### src/rtl/data_access_unit.sv
// data_access_unit: serialises one LSB byte/half/word access onto the byte-wide RAM/IO port
module data_access_unit #(
    parameter int ADDR_WIDTH = 32,
    parameter bit IO_CHECK   = 1'b1
) (
    input  logic                  clockIn,
    input  logic                  resetIn,
    input  logic                  clearIn,
    input  logic [1:0]            accessType,
    input  logic                  readWriteIn,
    input  logic [31:0]           reqAddr,
    input  logic [31:0]           reqData,
    output logic                  dataValid,
    output logic [31:0]           dataOut,
    output logic                  dataWriteSuc,
    output logic                  memRequest,
    input  logic                  memGrant,
    output logic [ADDR_WIDTH-1:0] memAddr,
    output logic                  memWrite,
    output logic [7:0]            memDout,
    input  logic [7:0]            memDin,
    input  logic                  ioBufferFull
);
    typedef enum logic [1:0] {IDLE, READ, WRITE, RESP} state_t;

    state_t                state_q, state_d;
    logic [31:0]           addr_q, addr_d, data_q, data_d, result_q, result_d;
    logic                  rw_q, rw_d, cap_q, cap_d;
    logic [2:0]            n_q, n_d, idx_q, idx_d;
    logic [1:0]            cap_idx_q, cap_idx_d;
    logic [ADDR_WIDTH-1:0] mem_addr_q, mem_addr_d;
    logic [31:0]           cur_addr;
    logic                  stall, issue_rd, issue_wr;

    // Next-state, byte sequencing and read-byte capture
    always_comb begin
        cur_addr   = addr_q + {29'd0, idx_q};
        stall      = IO_CHECK && ioBufferFull && (cur_addr[17:16] == 2'b11);
        issue_rd   = (state_q == READ) && memGrant && (idx_q < n_q);
        issue_wr   = (state_q == WRITE) && memGrant && !stall;
        state_d    = state_q;
        addr_d     = addr_q;
        data_d     = data_q;
        rw_d       = rw_q;
        n_d        = n_q;
        idx_d      = (issue_rd || issue_wr) ? idx_q + 3'd1 : idx_q;
        result_d   = result_q;
        cap_d      = issue_rd;
        cap_idx_d  = idx_q[1:0];
        mem_addr_d = (issue_rd || issue_wr) ? cur_addr[ADDR_WIDTH-1:0] : mem_addr_q;
        case (state_q)
            IDLE: begin
                // a flushed read is simply dropped; a store is already committed and goes ahead
                if (accessType != 2'b00 && !(readWriteIn && clearIn)) begin
                    addr_d   = reqAddr;
                    data_d   = reqData;
                    rw_d     = readWriteIn;
                    n_d      = (accessType == 2'b11) ? 3'd4 : {1'b0, accessType};
                    idx_d    = 3'd0;
                    result_d = readWriteIn ? 32'd0 : result_q;
                    state_d  = readWriteIn ? READ : WRITE;
                end
            end
            READ: begin
                if (cap_q)
                    result_d[8*cap_idx_q +: 8] = memDin;
                state_d = clearIn ? IDLE
                        : (cap_q && {1'b0, cap_idx_q} == n_q - 3'd1) ? RESP : READ;
            end
            WRITE:   state_d = (issue_wr && idx_q == n_q - 3'd1) ? RESP : WRITE;
            default: state_d = IDLE;
        endcase
    end

    // Port and response outputs derived from the current state
    always_comb begin
        memAddr      = mem_addr_d;
        memWrite     = issue_wr;
        memDout      = data_q[8*idx_q[1:0] +: 8];
        memRequest   = state_q != IDLE;
        dataValid    = (state_q == RESP) && rw_q && !clearIn;
        dataWriteSuc = (state_q == RESP) && !rw_q;
        dataOut      = result_q;
    end

    // State registers, cleared asynchronously so the port is released at once
    always_ff @(posedge clockIn or negedge resetIn) begin
        if (!resetIn) begin
            state_q    <= IDLE;
            addr_q     <= '0;
            data_q     <= '0;
            rw_q       <= 1'b0;
            n_q        <= '0;
            idx_q      <= '0;
            result_q   <= '0;
            cap_q      <= 1'b0;
            cap_idx_q  <= '0;
            mem_addr_q <= '0;
        end else begin
            state_q    <= state_d;
            addr_q     <= addr_d;
            data_q     <= data_d;
            rw_q       <= rw_d;
            n_q        <= n_d;
            idx_q      <= idx_d;
            result_q   <= result_d;
            cap_q      <= cap_d;
            cap_idx_q  <= cap_idx_d;
            mem_addr_q <= mem_addr_d;
        end
    end
endmodule

### config.mk
export PLATFORM = sky130hd
export DESIGN_NAME = data_access_unit
export DESIGN_NICKNAME = d
export VERILOG_FILES = /design/src/rtl/data_access_unit.sv
export SDC_FILE = /design/constraint.sdc
export NUM_CORES = 1
export LEC_CHECK = 0
export ABC_AREA = 1
export BUFFER_PORTS_ARGS = -buffer_cell sky130_fd_sc_hd__buf_4
export CORE_ASPECT_RATIO = 0.9
export CORE_MARGIN = 2
export CORE_UTILIZATION = 40
export CTS_BUF_LIST = sky130_fd_sc_hd__clkbuf_16
export CTS_CLUSTER_DIAMETER = 40
export CTS_CLUSTER_SIZE = 12
export DETAILED_ROUTE_END_ITERATION = 10
export PLACE_DENSITY = 0.59
export SLEW_MARGIN = 10
export SYNTH_ARGS = -nofsm -noshare
export SYNTH_HDL_FRONTEND = slang
export SYNTH_SLANG_ARGS = --single-unit
### constraint.sdc
create_clock -name clockIn -period 3.1 [get_ports clockIn]
set_input_delay 0 -clock clockIn [delete_from_list [all_inputs] [get_ports clockIn]]
set_output_delay 0 -clock clockIn [all_outputs]
set_load 0.01 [all_outputs]
==> impl_results.md <==
* Unique masters post-synth at 39
* Total number of vias at 5,972
* CP Max Fanout at 4
* Final Hold Viols at 0
* Post-synth top area share at 53.1%
* Layout cell share with drive strength beyond 1 at 21.8%
* Worst path cell trace: ha_1 > inv_1 > fa_1 > inv_1 > nand3_1 > nand2_2 > nand4_1 > nor3_1 > nand2_1 > xnor2_1 > nand2_1 > nand2_1 > buf_4
* Post-layout min period at 2870 ps
* DRC errors left at 0
* Max Buffers Root-to-Sink at 2
* Overall Global Routing Usage at 21.2%
* Required @ worst endpoint at 3100 ps
* Final setup margin at 228 ps
* Ports at 156
* CTS root buf: clkbuf_16
* Grt total ovfl at 0
* Post-synth top area cell: dfrtp_1
* Largest net degree at the start of global routing at 76
* Most common cell on crit path: nand2_1
* Min Hold Slack at 169 ps
* Max Clk Rate at 348 MHz
* Setup crit end kind: primary output
* CTS tree: yes
* Setup TNS at 0 ps
* Core area at 16,100 µm²
* Starting DRT DRC Count at 316
* Clock Skew at 11.8 ps
* Seq cells post-synth at 140
* Die Area at 17,500 µm²
* Die H at 126 µm
* Via density at 4.78
* Initial antenna violation count at 1
* Layout Utilization at 58.6%
* Worst slew margin at 31.3%
* Max_cap viols at 0
* Syn_area_per_cell at 8.36 µm²
* Warnings, synthesis at 0
* Final net count at 1,122
* Wirelength per Cell at 14.7 µm
* Post-DRT Antenna Nets at 0
* CP bufs+invs at 3
* Tot Pwr at 8.63 mW
* Number of H-tree levels at 4
* Post-synthesis cell count at 790
* Synth top area cells: dfrtp_1 (53%), nand2_1 (18%), o21ai_0 (4.3%), nor2_1 (3.0%), inv_1 (2.5%)
* Worst path depth at 13
* Period Utilization, post-route at 92.6%
* First-pass GRT wire length at 29,800 µm
* Worst-Margin Slew at 1020 ps
* Initial core utilization at 40.9%
* Total Routed Length at 18,400 µm
* Outcome: complete, no violations
* Sequential element share of the synthesized area at 53.1%
* Quantity of I/O buffers inserted on ports at 155
* Ys async rst share at 100%
* Worst Path Arrival at 2870 ps
* Peak supply drop at 0.550 mV
* Largest stage delay on the critical path at 430 ps
* Placer Congestion at 0.778
* Number of nets produced by synthesis at 883
* TritonRoute pass-1 iters at 4
* Area grow syn2layout at 43.3%
* Dominant synthesized flop cell: dfrtp_1
* Place WS at 207 ps
* TritonCTS Buffers at 17
* Vias in the first global route at 5,883
* Leak pwr at 4.73 nW
* Post-Syn Area at 6600 µm²
* EDFF count, synth at 0
* Setup-failing EPs final at 0
* Setup CP Type: flop to primary output
* Slowest-stage cell, CP: nor3_1
* Top delay family on crit path: simple AND/OR/NAND/NOR gates
* Worst hold-check path type: input port to asynchronous set/reset pin
* Cells on worst reg2reg path at 17
* HPWL after DPL at 11,800 µm
* RSZ-0062 raised after global routing: false
* Clk sinks at 140
* Die width at 139 µm
* Worst-path clk slew at 60 ps
* FP Rows at 44
* Fin. max-slew vios at 0
* Startpoint Class: flop
* Worst skew pair latency at 430 ps
* Cell Pwr Density at 912 nW/µm²
-- registers in the layout, summed over array words and instances, names as in the netlist --
register / cells
addr_q: 32
n_q: 3
idx_q: 3
dataOut: 32
data_q: 32
mem_addr_q: 32
cap_q: 1
state_q: 2
rw_q: 1
cap_idx_q: 2
-- path summary, 6_finish.rpt --
kind | slack, ps | endpoint | start
setup reg to reg | 700 | mem_addr_q[2] | addr_q[0]
hold reg to reg | 460 | data_q[10] | data_q[10]
hold / removal | 170 | mem_addr_q[10] | resetIn
setup / recovery | 230 | memAddr[28] | addr_q[0]
max in group asynchronous | 2150 | addr_q[29] | resetIn
min in group clockIn | 310 | data_q[6] | reqData[6]
-- cells in the final DEF, fill, tap and decap left out, drive strengths merged, types with 3 or more instances in the layout --
master         n
buf          169
o21ai         75
o22ai          8
a21oi          4
xor2          16
clkinv         8
nand2        319
xnor2         12
nor2          56
dlygate4sd3   80
clkbuf        17
o21a           8
nand4          8
o31ai         14
nor3           9
clkinvlp       4
nand3b         3
inv           49
ha            12
nand3         17
dfrtp        140
-- logic make-up after synthesis --
| group | count (synthesis) | synth area share [%] |
|---|---|---|
| AND/OR/NAND/NOR | 417 | 25.5 |
| XOR/XNOR | 28 | 3.71 |
| flip-flops | 140 | 53.1 |
| buffers and inverters | 78 | 5.19 |
| adder cells (fa/ha/maj) | 13 | 2.58 |
| AO/OA/AOI/OAI | 114 | 9.93 |
-- area by class of cell --
class / instances / area (µm²)
clock inverters: 14 / 108
repair buffers: 249 / 2090
well taps: 207 / 259
fillers: 1440 / 6670
repair inverters: 1 / 20.0
flip-flops and latches: 140 / 3500
multi-input cells: 573 / 2840
clock buffers: 17 / 425
inverters: 47 / 203
diodes: 1 / 2.50
-- report_power, final --
group          switching (mW)  internal [mW]
Sequential              0.480           2.54
Clock                   0.774           1.08
Combinational            2.16           1.60
Total                    3.41           5.22
-- layer usage --
layer  GRT usage, %  wire length [µm]  vias up
met2           32.9              8400      134
met5              0                 0        -
li1               -                 -     3022
met3           4.87               901       18
met4           6.00               220        0
met1           30.0              8850     2798
-- repair_timing --
action                     in CTS  in global routing
cloned                          1                  1
hold endpoints to repair      167                  0
resized for setup               4                 24
setup endpoints to repair      32                 32
hold buffers                   80                  0
pin swaps                       0                  2
setup buffers                   0                  5
-- synthesized netlist by cell type (2+ instances only) --
cell	instances
o21ai_0	57
ha_1	12
a32oi_1	2
a21oi_1	4
nand3_1	17
nand2_2	4
inv_1	44
nor3b_1	2
nand4_1	8
nor3_1	8
o21a_1	8
nor2_1	52
xnor2_1	12
buf_6	3
o31ai_1	14
nand2_1	313
nor4_1	2
o22ai_1	8
xor2_1	16
nand3b_1	3
o21ai_1	18
nor2_2	3
clkbuf_1	13
buf_2	11
dfrtp_1	140
buf_4	3
-- through the flow --
step,cells,instance area (µm²)
after detailed placement,1130,7950
after global routing,1249,9460
after CTS,1242,9310
after global placement,1130,7950
final,1249,9460
after floorplan,790,6600
(Power assumes the default switching activity.)
